[config.mk]
export PLATFORM = sky130hd
export DESIGN_NAME = ktlink_status
export DESIGN_NICKNAME = d
export VERILOG_FILES = /design/src/rtl/ktlink_pkg.sv /design/src/rtl/ktlink_deglitch.sv /design/src/rtl/ktlink_status.sv
export SDC_FILE = /design/constraint.sdc
export NUM_CORES = 1
export LEC_CHECK = 0
export CORE_MARGIN = 2
export CORE_UTILIZATION = 37
export CTS_CLUSTER_SIZE = 12
export DETAILED_ROUTE_END_ITERATION = 8
export SETUP_SLACK_MARGIN = 0.15
export SLEW_MARGIN = 40
export SYNTH_ARGS = -nofsm -noshare
export SYNTH_HDL_FRONTEND = slang
export SYNTH_SLANG_ARGS = --single-unit
[constraint.sdc]
create_clock -name CLK -period 2.25 [get_ports CLK]
set_input_delay 0.45 -clock CLK [delete_from_list [all_inputs] [get_ports CLK]]
set_output_delay 0.45 -clock CLK [all_outputs]
set_load 0.01 [all_outputs]
[src/rtl/ktlink_pkg.sv]
// Shared definitions for the KT-Link status stage: filter state encoding,
// synchronizer reset levels and default parameter values.
package ktlink_pkg;

    typedef enum logic [1:0] {
        ST_HIGH      = 2'd0,
        ST_FALL_QUAL = 2'd1,
        ST_LOW       = 2'd2,
        ST_RISE_QUAL = 2'd3
    } filt_state_t;

    localparam logic NSRST_SYNC_RESET = 1'b1;
    localparam logic TCK_SYNC_RESET   = 1'b0;
    // Host LED request is active-low, so its synchronizer idles "off".
    localparam logic LED_SYNC_RESET   = 1'b1;

    localparam int DEF_NSRST_FILT_CYCLES = 16;
    localparam int DEF_LED_HOLD_W        = 20;
    localparam int DEF_BLINK_BIT         = 18;

endpackage

[src/rtl/ktlink_deglitch.sv]
// Two-flop synchronizer plus level-qualification filter for a slow target
// sense line; emits the filtered level and a pulse on each accepted fall.
module ktlink_deglitch
    import ktlink_pkg::*;
#(
    parameter int   FILT_CYCLES = DEF_NSRST_FILT_CYCLES,
    parameter logic RESET_LEVEL = NSRST_SYNC_RESET
) (
    input  logic clk,
    input  logic rst,
    input  logic din,
    output logic level,
    output logic fall_pulse
);

    localparam logic [7:0] LAST_COUNT = 8'(FILT_CYCLES - 1);
    localparam filt_state_t IDLE_STATE = RESET_LEVEL ? ST_HIGH : ST_LOW;

    logic [1:0]  sync;
    logic        s_in;
    filt_state_t state;
    filt_state_t state_next;
    logic [7:0]  cnt;
    logic [7:0]  cnt_next;
    logic        pulse_next;
    logic        level_next;

    always_ff @(posedge clk or posedge rst) begin
        if (rst) begin
            sync <= {2{RESET_LEVEL}};
        end else begin
            sync <= {sync[0], din};
        end
    end

    assign s_in = sync[1];

    always_comb begin
        state_next = state;
        cnt_next   = cnt;
        pulse_next = 1'b0;
        case (state)
            ST_HIGH: begin
                if (!s_in) begin
                    state_next = ST_FALL_QUAL;
                    cnt_next   = 8'd1;
                end
            end
            ST_FALL_QUAL: begin
                if (s_in) begin
                    state_next = ST_HIGH;
                    cnt_next   = 8'd0;
                end else if (cnt == LAST_COUNT) begin
                    state_next = ST_LOW;
                    cnt_next   = 8'd0;
                    pulse_next = 1'b1;
                end else begin
                    cnt_next = cnt + 8'd1;
                end
            end
            ST_LOW: begin
                if (s_in) begin
                    state_next = ST_RISE_QUAL;
                    cnt_next   = 8'd1;
                end
            end
            ST_RISE_QUAL: begin
                if (!s_in) begin
                    state_next = ST_LOW;
                    cnt_next   = 8'd0;
                end else if (cnt == LAST_COUNT) begin
                    state_next = ST_HIGH;
                    cnt_next   = 8'd0;
                end else begin
                    cnt_next = cnt + 8'd1;
                end
            end
            default: begin
                state_next = IDLE_STATE;
                cnt_next   = 8'd0;
            end
        endcase
        // Qualifying states keep reporting the old level until accepted.
        level_next = (state_next == ST_HIGH) || (state_next == ST_FALL_QUAL);
    end

    always_ff @(posedge clk or posedge rst) begin
        if (rst) begin
            state      <= IDLE_STATE;
            cnt        <= 8'd0;
            level      <= RESET_LEVEL;
            fall_pulse <= 1'b0;
        end else begin
            state      <= state_next;
            cnt        <= cnt_next;
            level      <= level_next;
            fall_pulse <= pulse_next;
        end
    end

endmodule

[src/rtl/ktlink_status.sv]
// KT-Link status stage: deglitched nSRST sense for the FT2232 and an
// activity-aware LED that blinks while TCK is toggling.
module ktlink_status
    import ktlink_pkg::*;
#(
    parameter int NSRST_FILT_CYCLES = DEF_NSRST_FILT_CYCLES,
    parameter int LED_HOLD_W        = DEF_LED_HOLD_W,
    parameter int BLINK_BIT         = DEF_BLINK_BIT
) (
    input  logic CLK,
    input  logic RST,
    input  logic nSRST_PIN,
    input  logic TCK_MON,
    input  logic FT_LED_OUT,
    output logic FT_nSRST_IN,
    output logic SRST_PULSE,
    output logic LED
);

    logic [1:0]            tck_sync;
    logic                  tck_prev;
    logic                  tck_edge;
    logic [1:0]            led_sync;
    logic [LED_HOLD_W-1:0] hold;
    logic [LED_HOLD_W-1:0] blink;
    logic                  active;
    logic                  led_next;

    ktlink_deglitch #(
        .FILT_CYCLES (NSRST_FILT_CYCLES),
        .RESET_LEVEL (NSRST_SYNC_RESET)
    ) u_nsrst (
        .clk        (CLK),
        .rst        (RST),
        .din        (nSRST_PIN),
        .level      (FT_nSRST_IN),
        .fall_pulse (SRST_PULSE)
    );

    always_ff @(posedge CLK or posedge RST) begin
        if (RST) begin
            tck_sync <= {2{TCK_SYNC_RESET}};
            tck_prev <= TCK_SYNC_RESET;
            led_sync <= {2{LED_SYNC_RESET}};
        end else begin
            tck_sync <= {tck_sync[0], TCK_MON};
            tck_prev <= tck_sync[1];
            led_sync <= {led_sync[0], FT_LED_OUT};
        end
    end

    assign tck_edge = tck_sync[1] & ~tck_prev;
    assign active   = (hold != '0);

    // An edge always wins over the decrement, so a reload on the final count keeps the LED active.
    always_ff @(posedge CLK or posedge RST) begin
        if (RST) begin
            hold  <= '0;
            blink <= '0;
        end else begin
            blink <= blink + LED_HOLD_W'(1);
            if (tck_edge) begin
                hold <= '1;
            end else if (active) begin
                hold <= hold - LED_HOLD_W'(1);
            end
        end
    end

    always_comb begin
        led_next = 1'b0;
        if (active) begin
            led_next = blink[BLINK_BIT];
        end else if (!led_sync[1]) begin
            led_next = 1'b1;
        end
    end

    always_ff @(posedge CLK or posedge RST) begin
        if (RST) begin
            LED <= 1'b0;
        end else begin
            LED <= led_next;
        end
    end

endmodule
# Yosys cells after proc, flatten, opt, wreduce, memory -nomap -nowiden
# Index checks and enable logic that the tools add are counted.
# totals
regBits	60
output_inout_bits	3
# classes
n_addsub	3
n_eq_ne	7
n_mux	20
bitwise	2
reduce_logical	6
# op_table
op	n
$mux W20	2
$mux W8	5
$pmux W8 S4	1
$add A20 B1 Y20 const B	1
$reduce_bool A20 Y1	1
$sub A20 B1 Y20 const B	1
$mux W2	6
$add A8 B1 Y8 const B	1
$eq A8 B4 Y1 const B	1
$pmux W2 S4	1
$mux W1	5
$eq A2 B1 Y1 const B	2
$eq A2 B2 Y1 const B	2
$logic_not A2 Y1	2
$ne A2 B1 Y1 const B	1
$ne A2 B2 Y1 const B	1
$reduce_and A2 Y1	1
$reduce_bool A2 Y1	1
$and A1 B1 Y1	1
$logic_or A1 B1 Y1	1
$not A1 Y1	1

# Depth between registers and ports, before layout
# logic_depth
depth_word	6
mapped_depth	7

# Cells and area by module
# A second synthesis with hierarchy kept.
# unflattened
hier_cells	261
area_unflattened_um2	2761.4
# by_module_without_submodules
mod	n_inst	cells_per_inst	area_each_um2	seq_area_each_um2
ktlink_status	1	200	2112.0	1128.6
ktlink_deglitch	1	61	649.4	354.1

# Worst setup path before layout
# OpenSTA, ideal clock, no wires.
# synth_timing
path_type	reg-to-reg
start	reg hold[0]
end	reg hold[10]
setup_ns	0.124
arrival_time_ns	1.792
required_ns	2.126
setup_slack_ns	0.334
stages_incl_launch_ff	6
n_path_buf	0
period_less_slack_ns	1.916
cell_sequence	dfrtp_1 -> inv_1 -> ha_1 -> or3b_2 -> or3_1 -> a211o_1
# synth_via
elab_chain_cells	3
word_cells_on_any_way	5
# synth_lines
element	line	text
from (decl)	ktlink_status.sv:24	logic [LED_HOLD_W-1:0] hold;
from (signal assigned)	ktlink_status.sv:65	hold <= hold - LED_HOLD_W'(1);
$sub A20 B1 Y20	ktlink_status.sv:65	
$mux W20	ktlink_status.sv:64	end else if (active) begin
$mux W20	ktlink_status.sv:62	if (tck_edge) begin
# Several ways; a longest one is shown, not always the timed one. The select of a mux whose other input is x is not followed.
# A chain may end at the register's enable or synchronous reset.

# Final worst setup path
# Ends and elaborated chain as after synthesis.

==> metrics <==
number of vias in the routed layout slightly below 2000; capture endpoint of the worst hold path tck_sync[1]$_DFF_PP0_; total power between 2000 and 2500 µW; clock share of power between 40% and 50%; number of design-rule violations left by the first detailed-router iteration around 110; Avg WL per Cell approximately 14 µm; commonest register cell after synthesis sky130_fd_sc_hd__dfrtp_1; initial antenna violation count 0; Post-Syn Instances between 200 and 300; commonest non-fill, non-tap cell in the layout sky130_fd_sc_hd__dfrtp_1; Slew @ Worst Pin a little under 600 ps; max_slew headroom 61.51%; Leakage Power about 0.0012 µW; number of max-cap violations 0; clock latency reported for the late side of the worst-skew pair between 300 and 400 ps; startpoint kind of the worst setup timing path flip-flop; via count of the first global-routing pass 1991; Num CTS Buffers 9; total congestion overflow 0; worst clock skew ~6.7 ps; launch point of the worst reg-to-reg path hold[0]$_DFFE_PP0P_; status finished clean; cell depth of the worst min-delay path 0; core region area between 0.007 and 0.008 mm²; post-layout utilization of the core 44.17%; number of primary I/O pins 8; warning count from the yosys run 0; number of max-slew violations in the final report 0; post-DR vias/cell about 5.3; Setup TNS 0 ps; cells on worst reg2reg path 5; fin worst setup slack ~220 ps; clock transition time at the flip-flop clock pins of the worst setup and hold paths ~70 ps; area overhead of the layout relative to synthesis 17.16%; worst-case vdd ir drop ~560 µV; total standard cell area after synthesis approximately 0.0027 mm²; Internal Dissipation around 1800 µW; post-CTS setup buffer count 0; Starting Density about 38%; number of iterations in the first detailed-routing pass 4; die outline area around 0.008 mm²; number of failing hold endpoints at the final stage 0; flip-flop and latch count after synthesis 59; first-pass GRT wire length 9.121 mm; fraction of registers with async set/reset 100.0%; Fill cells slightly below 700; maximum clock rate about 0.49 GHz; critical path start-end classification reg2reg; syn_area_per_cell 10.69 µm²; slack of the worst reg-to-reg path about 220 ps; Post-CTS Hold Buffers 0; Yosys cell types between 40 and 50; DRC 0; number of clock sinks ~60; ratio of total power to cell area 748.4 mW/mm²; Row Count 31; remaining antenna violation count after routing 0; Hold Path Origin tck_sync[0]$_DFF_PP0_; most frequent cells in the layout sky130_fd_sc_hd__dfrtp_1, sky130_fd_sc_hd__nand3_1, sky130_fd_sc_hd__nand2_1, sky130_fd_sc_hd__xnor2_1, sky130_fd_sc_hd__nor2_1; endpoint type of the worst setup path flip-flop; critical register-to-register path endpoint hold[10]$_DFFE_PP0P_; count of buffers from port buffering 7; unrepaired setup endpoints after global routing false; number of enable flip-flop cells after synthesis 0; DRT Wirelength around 5 mm; total routing usage reported by global routing 14.98%; TritonCTS clock tree built; layout cells sized above 1 a little over an eighth; weighted congestion at the end of routability-driven global placement between 0.8 and 0.9; leading post-synthesis cells by cell area sky130_fd_sc_hd__dfrtp_1, sky130_fd_sc_hd__dfstp_2, sky130_fd_sc_hd__xnor2_1, sky130_fd_sc_hd__nand3_1, sky130_fd_sc_hd__xor2_1; cell type with the largest total area after synthesis sky130_fd_sc_hd__dfrtp_1; library cell used as clock root buffer sky130_fd_sc_hd__clkbuf_8; post-synthesis sequential area ratio a little over half; Min Clock Period, post-route approximately 2000 ps; Antenna Diode Count 0; CP Max Fanout 4; sw frac 22.41%; worst-case setup slack after placement 230.2 ps; proportion of power drawn by flip-flops and latches about half; Final HPWL DP between 3 and 4 mm; reported net switching power between 500 and 600 µW; top-area cell type share of the netlist area roughly half; Worst Hold Margin ~350 ps; data required time of the critical path 2470 ps; worst min path class reg2reg; final layout net count ~280; y dimension of the die 89.51 µm; worst path arrival time roughly 2300 ps; number of buffers on the longest clock path 2; Final period util about 90%; CTS H-tree depth 3; Die X-Extent around 90 µm; count of endpoints failing setup in the final report 0; number of nets in the synthesized netlist around 260; post-cts sizing count 0; pin count of the biggest net entering global routing 60; part of the power in combinational logic around 5.6%
==> state kept, by name (all words and copies together), names as in the netlist <==
signal              flops
hold                   20
blink                  19
u_nsrst.cnt             8
led_sync                2
tck_sync                2
u_nsrst.state           2
u_nsrst.sync            2
LED                     1
tck_prev                1
u_nsrst.fall_pulse      1
u_nsrst.level           1
==> worst max-delay path, cell delays in order, from the launching register on <==
cell and delay [ps]:
sky130_fd_sc_hd__dfrtp_1 400, sky130_fd_sc_hd__inv_1 130, sky130_fd_sc_hd__ha_2 220, sky130_fd_sc_hd__or3b_2 480, sky130_fd_sc_hd__or3_1 390, sky130_fd_sc_hd__a211o_1 300
==> layer usage <==
metal	global-route usage [%]	part of all wire, %
met1	19.39	49
met2	22.96	47
met3	5.910	3.2
met4	5.156	0.82
met5	0	0
==> power by group through the flow <==
stage / Combinational, µW / Clock, µW / Sequential (µW)
global route: 152 / 1180 / 1150
CTS: 134 / 1130 / 1140
detailed placement: 134 / 0 / 1160
global placement: 131 / 0 / 1160
finish: 133 / 1090 / 1140
floorplan: 97.2 / 0 / 1150
==> cell type report <==
class,count,area [µm²],share of cell area (%)
Timing Repair Buffer,13,127.6,4.027
Multi-Input combinational cell,182,1181,37.27
Sequential cell,59,1483,46.78
Tap cell,99,123.9,3.908
Clock buffer,12,155.1,4.895
Inverter,7,26.28,0.8291
Clock inverter,4,72.57,2.290
==> cell usage after synthesis (2+ instances only) <==
library cell               instances
sky130_fd_sc_hd__o21ai_0          12
sky130_fd_sc_hd__o31ai_1           7
sky130_fd_sc_hd__or4_4             3
sky130_fd_sc_hd__xor2_1            9
sky130_fd_sc_hd__dfrtp_1          54
sky130_fd_sc_hd__or2_2             2
sky130_fd_sc_hd__nor2_1           13
sky130_fd_sc_hd__o211ai_1          5
sky130_fd_sc_hd__or3_1             4
sky130_fd_sc_hd__o22ai_1           2
sky130_fd_sc_hd__inv_1             7
sky130_fd_sc_hd__and2_1            3
sky130_fd_sc_hd__nand4_1           6
sky130_fd_sc_hd__nand2b_1          2
sky130_fd_sc_hd__clkbuf_1          4
sky130_fd_sc_hd__and3_1            5
sky130_fd_sc_hd__nand3_1          19
sky130_fd_sc_hd__nor3_1           10
sky130_fd_sc_hd__dfstp_2           5
sky130_fd_sc_hd__or4_1             5
sky130_fd_sc_hd__nand2_1          15
sky130_fd_sc_hd__ha_1              4
sky130_fd_sc_hd__xnor2_1          14
sky130_fd_sc_hd__and4_1            4
sky130_fd_sc_hd__a21oi_1          11
sky130_fd_sc_hd__mux2i_1           3
sky130_fd_sc_hd__nor4_1            6
==> stage by stage <==
stage	area [µm²]	instances
after global routing	3169	376
after detailed placement	2937	360
after CTS	3164	376
after global placement	2937	360
final	3169	376
after floorplan	2705	253
==> worst max-delay path by stage <==
| stage | from | end | slack [ps] | cells after the start |
|---|---|---|---|---|
| after floorplan | hold[0]$_DFFE_PP0P_ | hold[10]$_DFFE_PP0P_ | 330 | 5 |
| after global placement | hold[0]$_DFFE_PP0P_ | hold[10]$_DFFE_PP0P_ | 280 | 5 |
| after detailed placement | hold[0]$_DFFE_PP0P_ | hold[10]$_DFFE_PP0P_ | 230 | 5 |
| after CTS | hold[0]$_DFFE_PP0P_ | hold[10]$_DFFE_PP0P_ | 220 | 5 |
| after global routing | hold[0]$_DFFE_PP0P_ | hold[10]$_DFFE_PP0P_ | 160 | 5 |
| final | hold[0]$_DFFE_PP0P_ | hold[10]$_DFFE_PP0P_ | 220 | 5 |
==> cells by family (layout without fill, tap and decap cells) <==
group	Yosys count	after routing	share of synthesized area [%]
XOR/XNOR	23	23	7.447
buffers and inverters	12	36	1.711
flip-flops	59	59	54.81
AND/OR/NAND/NOR	104	104	21.88
multiplexers	3	3	1.110
adder cells (fa/ha/maj)	4	4	1.850
AO/OA/AOI/OAI	48	48	11.19
Note: power is estimated with default switching activity, not from simulation.
